$ cat src/rtl/stream_arb_pkg.sv
// Shared types and the priority/round-robin pick helper for the stream arbiter.
// Contents:
//   arb_state_e : packet-level arbitration state (IDLE, BUSY)
//   rr_qos_t    : QoS vector, zero-extended to the helper's fixed maximum size
//   rr_pick()   : index of the highest-QoS valid stream, ties resolved to the
//                 first index at/after the round-robin pointer (with wrap)
package stream_arb_pkg;

  localparam int unsigned RR_MAX_STREAMS = 16;
  localparam int unsigned RR_MAX_QOS_W   = 8;
  localparam int unsigned RR_IDX_W       = 4;

  typedef enum logic {
    IDLE = 1'b0,
    BUSY = 1'b1
  } arb_state_e;

  typedef logic [RR_MAX_STREAMS-1:0][RR_MAX_QOS_W-1:0] rr_qos_t;

  // Walk the streams starting at ptr; a strictly greater QoS replaces the
  // current best, so equal QoS keeps the one closest after the pointer.
  function automatic logic [RR_IDX_W-1:0] rr_pick(
    input logic [RR_MAX_STREAMS-1:0] valid,
    input rr_qos_t                   qos,
    input logic [RR_IDX_W-1:0]       ptr,
    input logic [RR_IDX_W:0]         count
  );
    logic [RR_IDX_W-1:0]   best_idx;
    logic [RR_MAX_QOS_W-1:0] best_qos;
    logic                  found;
    logic [RR_IDX_W:0]     idx;
    best_idx = '0;
    best_qos = '0;
    found    = 1'b0;
    for (int unsigned off = 0; off < RR_MAX_STREAMS; off++) begin
      idx = {1'b0, ptr} + (RR_IDX_W+1)'(off);
      if (idx >= count) idx = idx - count;
      if (((RR_IDX_W+1)'(off) < count) && valid[idx[RR_IDX_W-1:0]] &&
          (!found || (qos[idx[RR_IDX_W-1:0]] > best_qos))) begin
        found    = 1'b1;
        best_idx = idx[RR_IDX_W-1:0];
        best_qos = qos[idx[RR_IDX_W-1:0]];
      end
    end
    return best_idx;
  endfunction

endpackage

$ cat src/rtl/stream_skid_buf.sv
// Two-entry valid/ready register slice. Output is fully registered; the input
// ready depends only on internal state, so it breaks the ready timing path.
// Ports:
//   clk, rst            : clock, synchronous active-high reset
//   in_data_i/valid/ready  : upstream beat interface
//   out_data_o/valid/ready : downstream beat interface (valid = slice non-empty)
module stream_skid_buf #(
  parameter int unsigned WIDTH = 8
) (
  input  logic             clk,
  input  logic             rst,
  input  logic [WIDTH-1:0] in_data_i,
  input  logic             in_valid_i,
  output logic             in_ready_o,
  output logic [WIDTH-1:0] out_data_o,
  output logic             out_valid_o,
  input  logic             out_ready_i
);

  logic [WIDTH-1:0] out_data_q, out_data_d;
  logic [WIDTH-1:0] skid_data_q, skid_data_d;
  logic             out_valid_q, out_valid_d;
  logic             skid_valid_q, skid_valid_d;
  logic             push;
  logic             load_out;

  assign in_ready_o  = ~skid_valid_q;
  assign push        = in_valid_i & in_ready_o;
  assign load_out    = ~out_valid_q | out_ready_i;
  assign out_data_o  = out_data_q;
  assign out_valid_o = out_valid_q;

  // Output register refills from the skid entry first to keep beat order.
  always_comb begin
    out_data_d   = out_data_q;
    out_valid_d  = out_valid_q;
    skid_data_d  = skid_data_q;
    skid_valid_d = skid_valid_q;
    if (load_out) begin
      if (skid_valid_q) begin
        out_data_d   = skid_data_q;
        out_valid_d  = 1'b1;
        skid_valid_d = 1'b0;
      end else begin
        out_valid_d = push;
        if (push) out_data_d = in_data_i;
      end
    end else if (push) begin
      skid_data_d  = in_data_i;
      skid_valid_d = 1'b1;
    end
  end

  always_ff @(posedge clk) begin
    if (rst) begin
      out_data_q   <= '0;
      skid_data_q  <= '0;
      out_valid_q  <= 1'b0;
      skid_valid_q <= 1'b0;
    end else begin
      out_data_q   <= out_data_d;
      skid_data_q  <= skid_data_d;
      out_valid_q  <= out_valid_d;
      skid_valid_q <= skid_valid_d;
    end
  end

endmodule

$ cat src/rtl/stream_arbiter_qos_rr.sv
// Packet-level N:1 stream arbiter: highest effective QoS wins, round-robin
// among equal QoS, grant held until the last beat is accepted. Output goes
// through a 2-entry skid slice; m_id_o tags the source stream.
// Optional build macro STREAM_ARB_AGING_EN: per-stream wait counters promote a
// starved stream to all-ones QoS after AGE_LIMIT cycles.
// Ports:
//   clk, rst                          : clock, synchronous active-high reset
//   s_data_i/s_qos_i (unpacked x N)   : per-stream payload and QoS
//   s_last_i/s_valid_i/s_ready_o      : per-stream handshake (ready one-hot)
//   m_data_o/m_qos_o/m_id_o/m_last_o  : output beat (qos is raw packet QoS)
//   m_valid_o/m_ready_i               : output handshake
module stream_arbiter_qos_rr
  import stream_arb_pkg::*;
#(
  parameter int unsigned STREAM_COUNT = 4,
  parameter int unsigned T_DATA_WIDTH = 8,
  parameter int unsigned T_QOS__WIDTH = 4,
  parameter int unsigned T_ID___WIDTH = $clog2(STREAM_COUNT),
  parameter int unsigned AGE_WIDTH    = 4,
  parameter int unsigned AGE_LIMIT    = 12
) (
  input  logic                    clk,
  input  logic                    rst,
  input  logic [T_DATA_WIDTH-1:0] s_data_i [STREAM_COUNT],
  input  logic [T_QOS__WIDTH-1:0] s_qos_i  [STREAM_COUNT],
  input  logic [STREAM_COUNT-1:0] s_last_i,
  input  logic [STREAM_COUNT-1:0] s_valid_i,
  output logic [STREAM_COUNT-1:0] s_ready_o,
  output logic [T_DATA_WIDTH-1:0] m_data_o,
  output logic [T_QOS__WIDTH-1:0] m_qos_o,
  output logic [T_ID___WIDTH-1:0] m_id_o,
  output logic                    m_last_o,
  output logic                    m_valid_o,
  input  logic                    m_ready_i
);

  if (STREAM_COUNT < 2 || STREAM_COUNT > RR_MAX_STREAMS || T_QOS__WIDTH > RR_MAX_QOS_W ||
      AGE_LIMIT >= (1 << AGE_WIDTH)) begin : g_bad_cfg
    $error("stream_arbiter_qos_rr: unsupported parameter set");
  end

  typedef struct packed {
    logic [T_DATA_WIDTH-1:0] data;
    logic [T_QOS__WIDTH-1:0] qos;
    logic [T_ID___WIDTH-1:0] id;
    logic                    last;
  } beat_t;

  localparam int unsigned BEAT_W = $bits(beat_t);

  arb_state_e                              state_q, state_d;
  logic [T_ID___WIDTH-1:0]                 lock_q, lock_d;
  logic [T_ID___WIDTH-1:0]                 rr_q, rr_d;
  logic [T_QOS__WIDTH-1:0]                 qos_q, qos_d;
  logic [T_ID___WIDTH-1:0]                 winner;
  logic [T_ID___WIDTH-1:0]                 grant_id;
  logic                                    grant_vld;
  logic [STREAM_COUNT-1:0][T_QOS__WIDTH-1:0] eff_qos;
  logic [RR_MAX_STREAMS-1:0]               pick_valid;
  rr_qos_t                                 pick_qos;
  logic                                    skid_in_valid;
  logic                                    skid_in_ready;
  logic                                    accept;
  logic                                    first_beat;
  beat_t                                   in_beat;
  beat_t                                   out_beat;

`ifdef STREAM_ARB_AGING_EN
  logic [STREAM_COUNT-1:0][AGE_WIDTH-1:0] age_q, age_d;

  // Starved streams compete at all-ones QoS; ties still go round-robin.
  always_comb begin
    for (int unsigned i = 0; i < STREAM_COUNT; i++) begin
      eff_qos[i] = (age_q[i] >= AGE_WIDTH'(AGE_LIMIT)) ? '1 : s_qos_i[i];
    end
  end

  // Count cycles spent valid but not accepted; reset on win or valid low.
  always_comb begin
    for (int unsigned i = 0; i < STREAM_COUNT; i++) begin
      age_d[i] = age_q[i];
      if (!s_valid_i[i] || (first_beat && (grant_id == T_ID___WIDTH'(i)))) begin
        age_d[i] = '0;
      end else if (!s_ready_o[i] && (age_q[i] != '1)) begin
        age_d[i] = age_q[i] + AGE_WIDTH'(1);
      end
    end
  end

  always_ff @(posedge clk) begin
    if (rst) age_q <= '0;
    else     age_q <= age_d;
  end
`else
  always_comb begin
    for (int unsigned i = 0; i < STREAM_COUNT; i++) begin
      eff_qos[i] = s_qos_i[i];
    end
  end
`endif

  // Widen request vectors to the helper's fixed size.
  always_comb begin
    pick_valid = '0;
    pick_qos   = '0;
    for (int unsigned i = 0; i < STREAM_COUNT; i++) begin
      pick_valid[i] = s_valid_i[i];
      pick_qos[i]   = RR_MAX_QOS_W'(eff_qos[i]);
    end
  end

  assign winner = T_ID___WIDTH'(rr_pick(pick_valid, pick_qos, RR_IDX_W'(rr_q),
                                        (RR_IDX_W+1)'(STREAM_COUNT)));

  // Grant selection: free arbitration in IDLE, locked stream in BUSY.
  always_comb begin
    grant_id  = lock_q;
    grant_vld = 1'b1;
    if (state_q == IDLE) begin
      grant_id  = winner;
      grant_vld = |s_valid_i;
    end
    for (int unsigned i = 0; i < STREAM_COUNT; i++) begin
      s_ready_o[i] = grant_vld & skid_in_ready & (grant_id == T_ID___WIDTH'(i));
    end
    skid_in_valid = grant_vld & s_valid_i[grant_id];
    in_beat.data  = s_data_i[grant_id];
    in_beat.qos   = (state_q == IDLE) ? s_qos_i[grant_id] : qos_q;
    in_beat.id    = grant_id;
    in_beat.last  = s_last_i[grant_id];
  end

  assign accept     = skid_in_valid & skid_in_ready;
  assign first_beat = accept & (state_q == IDLE);

  // Next-state: lock on a multi-beat first beat, release on locked last beat.
  always_comb begin
    state_d = state_q;
    lock_d  = lock_q;
    rr_d    = rr_q;
    qos_d   = qos_q;
    case (state_q)
      IDLE: begin
        if (first_beat) begin
          rr_d  = (winner == T_ID___WIDTH'(STREAM_COUNT - 1)) ? '0 : winner + T_ID___WIDTH'(1);
          qos_d = s_qos_i[winner];
          if (!s_last_i[winner]) begin
            state_d = BUSY;
            lock_d  = winner;
          end
        end
      end
      BUSY: begin
        if (accept && s_last_i[lock_q]) state_d = IDLE;
      end
      default: state_d = IDLE;
    endcase
  end

  always_ff @(posedge clk) begin
    if (rst) begin
      state_q <= IDLE;
      lock_q  <= '0;
      rr_q    <= '0;
      qos_q   <= '0;
    end else begin
      state_q <= state_d;
      lock_q  <= lock_d;
      rr_q    <= rr_d;
      qos_q   <= qos_d;
    end
  end

  stream_skid_buf #(
    .WIDTH (BEAT_W)
  ) u_skid (
    .clk         (clk),
    .rst         (rst),
    .in_data_i   (in_beat),
    .in_valid_i  (skid_in_valid),
    .in_ready_o  (skid_in_ready),
    .out_data_o  (out_beat),
    .out_valid_o (m_valid_o),
    .out_ready_i (m_ready_i)
  );

  assign m_data_o = out_beat.data;
  assign m_qos_o  = out_beat.qos;
  assign m_id_o   = out_beat.id;
  assign m_last_o = out_beat.last;

endmodule
$ cat config.mk
export PLATFORM = sky130hd
export DESIGN_NAME = stream_arbiter_qos_rr
export DESIGN_NICKNAME = d
export VERILOG_FILES = /design/src/rtl/stream_arb_pkg.sv /design/src/rtl/stream_skid_buf.sv /design/src/rtl/stream_arbiter_qos_rr.sv
export SDC_FILE = /design/constraint.sdc
export NUM_CORES = 1
export LEC_CHECK = 0
export BUFFER_PORTS_ARGS = -buffer_cell sky130_fd_sc_hd__buf_4
export CAP_MARGIN = 20
export CORE_MARGIN = 2
export CORE_UTILIZATION = 46
export DETAILED_ROUTE_END_ITERATION = 8
export PLACE_DENSITY = 0.7
export SYNTH_ARGS = -nofsm -noshare
export SYNTH_HDL_FRONTEND = slang
export SYNTH_SLANG_ARGS = --single-unit
$ cat constraint.sdc
create_clock -name clk -period 15.9 [get_ports clk]
set_input_delay 3.18 -clock clk [delete_from_list [all_inputs] [get_ports clk]]
set_output_delay 3.18 -clock clk [all_outputs]
set_load 0.005 [all_outputs]
==> metrics, run 1 <==
status complete, no violations; period utilization 81.7%; Filler Cells Inserted 750; Rows 33; Worst EP required between 10,000 and 15,000 ps; Synth area leaders dfxtp_1, mux4_2, nand2_1; Core Region around 0.0081 mm²; Max Used Layer met4; Crit Path Class in -> out; layout cells sized above 1 between 20% and 30%; Cell variety after synth 60; Detail Route met2 WL around 5400 µm; fin. max-slew vios 0; Port Buffer Count a little under 80; EDFF count, synth 0; 1st-iter DRT viols about 200; vias per cell roughly 6.2; global-route wire length before repair 17,900 µm; htree depth 2; vias in the first global route around 3.5k; multi-input logic area ~0.0028 mm²; ANT cells 0; max-cap viol count 0; synthesized instance count approximately 450; count of final setup violators 0; Sum Neg Setup Slack 0 ps; Worst Path Max Fanout 13; met3 wire len between 500 and 600 µm; clock sinks around 40; final hold viol count 0; Max Clk Rate between 70 and 80 MHz; post-CTS sizing 0; clock transition at the registers of the reported paths about 80 ps; hold_ws 469 ps; metal1 wirelength about 5000 µm; most numerous cell in the Yosys netlist nand2_1; top-level port count 79; Initial Util a little under half; initial antenna violation count 0; Post-Syn Area between 0.003 and 0.004 mm²; GP Congestion a little over 0.9; Area Growth Syn to Fin 17.7%; Seq/Total Area, Yosys a little over a fifth; Synth Warn # 0; Slowest-stage cell, CP a2111oi_4; clk root buf clkbuf_8; CTS tree done; sequential standard cell area roughly 820 µm²; nets between 500 and 600; synthesized flop and latch total just over 40; Async SR Flop Fraction 0%; drt total wl 11,200 µm; Longest Clk Path Bufs 2; Critical Path Sink Type output pin; DRT antenna net count 0; top-area cell type share of the netlist area 21.5%; Mapped Avg Cell Area approximately 8.6 µm²; final HPWL from detailed placement 8650 µm; Die Y ~95 µm; arrival time at the worst endpoint around 10000 ps; GRT Util Overall about a quarter; Main synth FF type dfxtp_1; dominant cell type by area after synthesis dfxtp_1; grt total ovfl 0; Post-CTS Hold Buffers 0; die area between 0.009 and 0.01 mm²; DRC 0; average wire per standard cell 18.3 µm; fin crit period between 10,000 and 15,000 ps; HP Class reg -> reg; Worst Clk Skew a little over 8 ps; Max-slew headroom approximately 47%; CP Launch Type input pin; postcts setup bufs 0; RSZ-0062 raised after global routing false; Mapped Nets ~520; largest net degree at the start of global routing 34; Post-synth top cells nand2_1, dfxtp_1, nor2_1; via count 3,775; DIE WIDTH about 95 µm; worst slew pin tran roughly 800 ps; CTS buffer count 5; DR pass1 iterations 6; clock latency on the worst-skew pair roughly 300 ps; CP max stage delay about 670 ps
-- layout by cell type, fill, tap and decap left out, types with 2 or more instances in the layout --
master	n
a211oi_1	16
a21o_1	2
a21oi_1	19
a21oi_2	3
a21oi_4	4
a221oi_1	5
a22o_1	14
a311oi_1	3
a311oi_2	7
buf_4	80
clkbuf_8	6
dfxtp_1	41
ha_1	18
inv_1	10
mux2_2	19
mux2i_1	15
mux4_1	2
mux4_2	12
nand2_1	62
nand2b_1	5
nand3_1	10
nand3b_1	6
nand4_1	3
nor2_1	41
nor2b_1	5
nor3_1	16
nor3b_1	2
o211a_1	2
o211ai_1	9
o21a_1	2
o21ai_0	27
o21ai_1	2
o2bb2ai_1	4
o311ai_1	2
o32ai_1	4
or3_1	5
-- metal layers --
layer | track usage [%] | vias to the layer above
met1 | 34.0 | 1810
met5 | 0 | -
li1 | - | 1821
met2 | 42.4 | 132
met3 | 3.87 | 12
met4 | 4.59 | 0
-- sequential cells by signal, indices dropped and copies added (netlist names) --
signal,cells
u_skid.out_data_o,15
u_skid.skid_data_q,15
qos_q,4
lock_q,2
rr_q,2
state_q,1
u_skid.out_valid_o,1
u_skid.skid_valid_q,1
-- path summary, 6_finish.rpt --
check,end,slack (ps),cells past startpoint,start
max reg2reg,u_skid.skid_data_q[9],7320,27,rr_q[1]
min,u_skid.skid_data_q[4],470,1,u_skid.skid_data_q[4]
max,s_ready_o[3],2910,27,s_valid_i[3]
min reg2reg,u_skid.skid_data_q[4],470,1,u_skid.skid_data_q[4]
-- area by class of cell --
type                            count  share of cell area (%)
Timing Repair Buffer               80                    13.3
Clock inverter                      1                   0.167
Clock buffer                        6                    1.83
Inverter                           11                   0.917
Multi-Input combinational cell    367                    62.6
Sequential cell                    41                    18.2
Tap cell                          105                    2.92
-- through the flow --
| step | setup slack, ps | util, % | std cells | cell area [µm²] |
|---|---|---|---|---|
| finish | 2910 | 55.4 | 611 | 4500 |
| detailed placement | 3040 | 54.3 | 604 | 4410 |
| global placement | 3300 | 54.3 | 604 | 4410 |
| floorplan | 4150 | - | 445 | 3820 |
| global route | 2240 | 55.4 | 611 | 4500 |
| CTS | 3000 | 55.4 | 611 | 4500 |
-- logic make-up after synthesis --
family          Yosys count  synth area share, %
fa+ha+maj                18                 5.89
buf+inv                  37                 4.84
simple gates            162                 19.7
mux                      50                 18.7
compound gates          137                 29.4
flops                    41                 21.5
-- worst max-delay path, delay by kind of cell --
family / cells / cell delay (ps)
compound gates: 13 / 3640
simple gates: 7 / 1360
fa+ha+maj: 3 / 920
mux: 1 / 360
buf+inv: 3 / 340
Power of run 1 is not shown: default switching activity piles up to over one toggle a cycle in this logic, so the estimate is an artifact.
==> run 2: changes to the inputs <==
- PLACE_DENSITY: 0.7 -> 0.73
- clock period: 15.9 -> 11.8 ns (I/O delays scaled with it)
==> metrics, run 2 (synthesis gave the netlist of run 1 again) <==
Critical Path Sink Type output pin; Detail Route met2 WL 5180 µm (-4.6%); DIE WIDTH 95.2 µm (unchanged); Initial Util 47.0% (unchanged); Core Region 0.00813 mm² (unchanged); Area Growth Syn to Fin 18.3%; drt total wl 10,900 µm (-2.2%); GRT Util Overall 24.4% (-0.67 points); global-route wire length before repair 17,500 µm (-2.0%); average wire per standard cell 17.8 µm (-2.6%); 1st-iter DRT viols 176 (-12%); vias per cell 6.26 (+1.3%); layout cells sized above 1 29.5% (+0.42 points); Die Y 95.2 µm (unchanged); CTS tree done; DRT antenna net count 0 (unchanged); Worst EP required 9440 ps (-3280 ps); Longest Clk Path Bufs 2 (unchanged); top-level port count 79 (unchanged); Post-CTS Hold Buffers 0 (unchanged); initial antenna violation count 0 (unchanged); status complete, no violations; Port Buffer Count 78 (unchanged); final hold viol count 0 (unchanged); postcts setup bufs 0 (unchanged); via count 3,841 (+1.7%); DR pass1 iterations 4 (-2); metal1 wirelength 4730 µm (-5.2%); grt total ovfl 0 (unchanged); Max-slew headroom 47.6% (+1.1 points); period utilization 94.2%; CTS buffer count 5 (unchanged); clock transition at the registers of the reported paths 80 ps (about the same); Slowest-stage cell, CP a2111oi_4; Worst Clk Skew 14.4 ps (+6.26 ps); DRC 0 (unchanged); fin. max-slew vios 0 (unchanged); count of final setup violators 0 (unchanged); Top delay family on crit path compound AO/OA/AOI/OAI gates; Max Clk Rate roughly 90 MHz; GP Congestion 0.932 (+1.7%); fin crit period around 11,000 ps; Buffers & Inverters on Critical Path 3 (unchanged); highest-count cells in the layout ignoring fill and taps buf_4, nand2_1, nor2_1, dfxtp_1, o21ai_0; RSZ-0062 raised after global routing false; HP Class reg -> reg; vias in the first global route 3,597 (+1.6%); clk root buf clkbuf_8; met3 wire len 794 µm (+34%); die area 0.00906 mm² (unchanged); worst slew pin tran 786 ps (-16.9 ps); most common cell after layout, fill and taps aside buf_4; clock latency on the worst-skew pair 290 ps (about the same); max-cap viol count 0 (unchanged); ANT cells 0 (unchanged); CP Launch Type input pin; final HPWL from detailed placement 8590 µm (-0.62%); Max Used Layer met4; clock sinks 41 (unchanged); nets 585 (+0.34%); CP max stage delay 690 ps (+20 ps); Filler Cells Inserted 752 (+0.27%); Worst Path Max Fanout 13 (unchanged); htree depth 2 (unchanged); post-CTS sizing 0 (unchanged); largest net degree at the start of global routing 34 (unchanged); Crit Path Class in -> out; arrival time at the worst endpoint 8760 ps (-1050 ps); Sum Neg Setup Slack 0 ps (unchanged); Rows 33 (unchanged)
==> run 2: changes by cell type in the layout (fill, tap and decap cells not counted) <==
cell        change
buf_4           +2
clkinv_2        +1
clkinv_4        +1
clkinvlp_4      -1
==> run 2: area by class of cell <==
cell class	instances	area, µm²	area share (%)
Sequential cell	41	821	18.1
Clock buffer	6	82.6	1.83
Tap cell	105	131	2.90
Timing Repair Buffer	82	616	13.6
Inverter	11	41.3	0.913
Multi-Input combinational cell	367	2820	62.3
Clock inverter	2	13.8	0.304
==> run 2: final timing paths <==
path	from	to	slack (ps)	depth (start not counted)
max	s_valid_i[3]	s_ready_o[1]	680	27
min	u_skid.skid_data_q[5]	u_skid.skid_data_q[5]	470	1
max reg2reg	rr_q[0]	u_skid.out_data_o[3]	3520	28
min reg2reg	u_skid.skid_data_q[5]	u_skid.skid_data_q[5]	470	1
==> run 2: routing by layer <==
metal	vias to the layer above	global-route usage [%]
li1	1823	-
met1	1841	33.0
met2	157	39.9
met3	20	3.87
met4	0	7.25
met5	-	0
==> run 2: through the flow <==
step	hold WS (ps)	std cells	utilization (%)	setup WS, ps	area (µm²)
global placement	451	606	54.4	974	4430
detailed placement	456	606	54.4	756	4430
CTS	478	614	55.6	743	4520
floorplan	433	445	-	1690	3820
global route	502	614	55.6	114	4520
finish	473	614	55.6	683	4520
==> run 2: worst register-to-register path, delay by kind of cell, from the launching register on <==
kind / cells / cell delay, ps
AOI/OAI and AO/OA: 15 / 4130
adders and majority gates: 4 / 1460
and+or+nand+nor: 6 / 1170
buffers and inverters: 2 / 630
muxes: 1 / 440
DFF: 1 / 320
Power of run 2 is left out for the same reason.
==> run 3: changes to the inputs <==
- CTS_BUF_LIST: default -> sky130_fd_sc_hd__clkbuf_16
- PLACE_DENSITY: 0.73 -> 0.7
- clock period: 11.8 -> 13.95 ns (I/O delays scaled with it)
==> metrics, run 3 (synthesis gave the netlist of run 1 again) <==
Hold Path Depth 1 (unchanged); GP Congestion 0.913 (-2.0%); fin. max-slew vios 0 (unchanged); Area Growth Syn to Fin 20.4%; die area 0.00906 mm² (unchanged); clock latency on the worst-skew pair 290 ps (about the same); most common cell after layout, fill and taps aside buf_4; layout cells sized above 1 29.2% (-0.28 points); Filler Cells Inserted 727 (-3.3%); Sum Neg Setup Slack 0 ps (unchanged); reg2reg path depth 27 (-3.6%); Longest Clk Path Bufs 2 (unchanged); Max-slew headroom 45.6% (-1.9 points); via count 3,763 (-2.0%); nets 583 (-0.34%); ANT cells 0 (unchanged); Max Clk Rate 82.0 MHz; max-cap viol count 0 (unchanged); drt total wl 11,100 µm (+1.5%); fin crit period about 12,000 ps; clock sinks 41 (unchanged); CTS tree done; Worst Path Max Fanout 13 (unchanged); CP max stage delay 690 ps (about the same); CP Launch Type input pin; final hold viol count 0 (unchanged); final HPWL from detailed placement 8530 µm (-0.71%); Buffers & Inverters on Critical Path 3 (unchanged); largest net degree at the start of global routing 34 (unchanged); Critical Path Sink Type output pin; vias per cell 6.15 (-1.7%); Core Region 0.00813 mm² (unchanged); CTS buffer count 5 (unchanged); grt total ovfl 0 (unchanged); Initial Util 47.0% (unchanged); DIE WIDTH 95.2 µm (unchanged); highest-count cells in the layout ignoring fill and taps buf_4, nand2_1, nor2_1, dfxtp_1, o21ai_0; worst slew pin tran 815 ps (+29.2 ps); GRT Util Overall 25.0% (+0.61 points); Die Y 95.2 µm (unchanged); period utilization between 80% and 90%; postcts setup bufs 0 (unchanged); arrival time at the worst endpoint 9410 ps (+650 ps); global-route wire length before repair 17,700 µm (+1.1%); reg-to-reg startpoint rr_q[1]; DRT antenna net count 0 (unchanged); post-CTS sizing 0 (unchanged); Worst Clk Skew 4.76 ps (-9.62 ps); clk root buf clkbuf_16; WP depth 27 (unchanged); vias in the first global route 3,567 (-0.83%); htree depth 2 (unchanged); critical path startpoint s_valid_i[1]; HP Class reg -> reg; 1st-iter DRT viols 183 (+4.0%); hold path start u_skid.skid_data_q[6]; Post-CTS Hold Buffers 0 (unchanged); DR pass1 iterations 4 (unchanged); Slowest-stage cell, CP a2111oi_4; DRC 0 (unchanged); Rows 33 (unchanged); count of final setup violators 0 (unchanged); Port Buffer Count 78 (unchanged); Worst EP required 11,160 ps (+1720 ps); initial antenna violation count 0 (unchanged); status complete, no violations; RSZ-0062 raised after global routing false; Top delay family on crit path compound AO/OA/AOI/OAI gates; top-level port count 79 (unchanged); Crit Path Class in -> out; clock transition at the registers of the reported paths 60 ps (-20 ps); average wire per standard cell 18.1 µm (+1.8%)
==> run 3: changes by cell type in the layout (fill, tap and decap cells not counted) <==
cell and delta:
clkinv_4 -1, bufinv_16 +2, clkinv_2 -1, buf_4 -2
clkbuf_16 +5, inv_6 +1, clkbuf_8 -6
==> run 3: path summary, 6_finish.rpt <==
kind                             to  slack, ps
max                    s_ready_o[3]       1750
min           u_skid.skid_data_q[6]        470
max reg2reg  u_skid.skid_data_q[11]       5460
min reg2reg   u_skid.skid_data_q[6]        470
==> run 3: layer usage <==
layer / track usage [%] / wire, µm / vias to the layer above
met4: 5.43 / 144 / 0
li1: - / - / 1823
met5: 0 / 0 / -
met1: 33.9 / 5010 / 1809
met3: 4.11 / 552 / 14
met2: 41.7 / 5370 / 117
==> run 3: area by class of cell <==
cell class	instances	area, µm²	share of cell area [%]
inverter	11	41.3	0.896
tap	105	131	2.85
sequential	41	821	17.8
timing repair buffer	80	601	13.0
clock buffer	5	125	2.72
multi-input combinational	367	2820	61.2
clock inverter	3	68.8	1.49
==> run 3: per-stage QoR <==
stage / hold slack [ps] / util, % / cells / worst slack (ps) / instance area [µm²]
4_1_cts: 468 / 56.6 / 612 / 1820 / 4610
2_1_floorplan: 433 / - / 445 / 2980 / 3820
3_5_place_dp: 449 / 54.3 / 604 / 1840 / 4410
6_report: 467 / 56.6 / 612 / 1750 / 4610
3_3_place_gp: 452 / 54.3 / 604 / 2130 / 4410
5_1_grt: 480 / 56.6 / 612 / 1240 / 4610
==> run 3: worst register-to-register path, cell delays in order (launching register included) <==
cell	delay, ps
dfxtp_1	750
inv_1	310
ha_1	630
nor2_1	90
a211oi_1	390
ha_1	220
nor2b_1	140
o211a_1	180
o21ai_0	140
a21oi_2	510
nor2_1	100
a21oi_1	210
ha_1	300
nor2b_1	160
o211a_1	200
o21ai_0	290
a21bo_2	390
o21ai_0	160
ha_1	320
a211oi_1	220
nand2_1	80
o211ai_1	200
nand2_1	180
a221o_1	480
a21oi_4	510
mux2_2	450
a21oi_2	570
a22o_1	260
Power of run 3 is left out for the same reason.
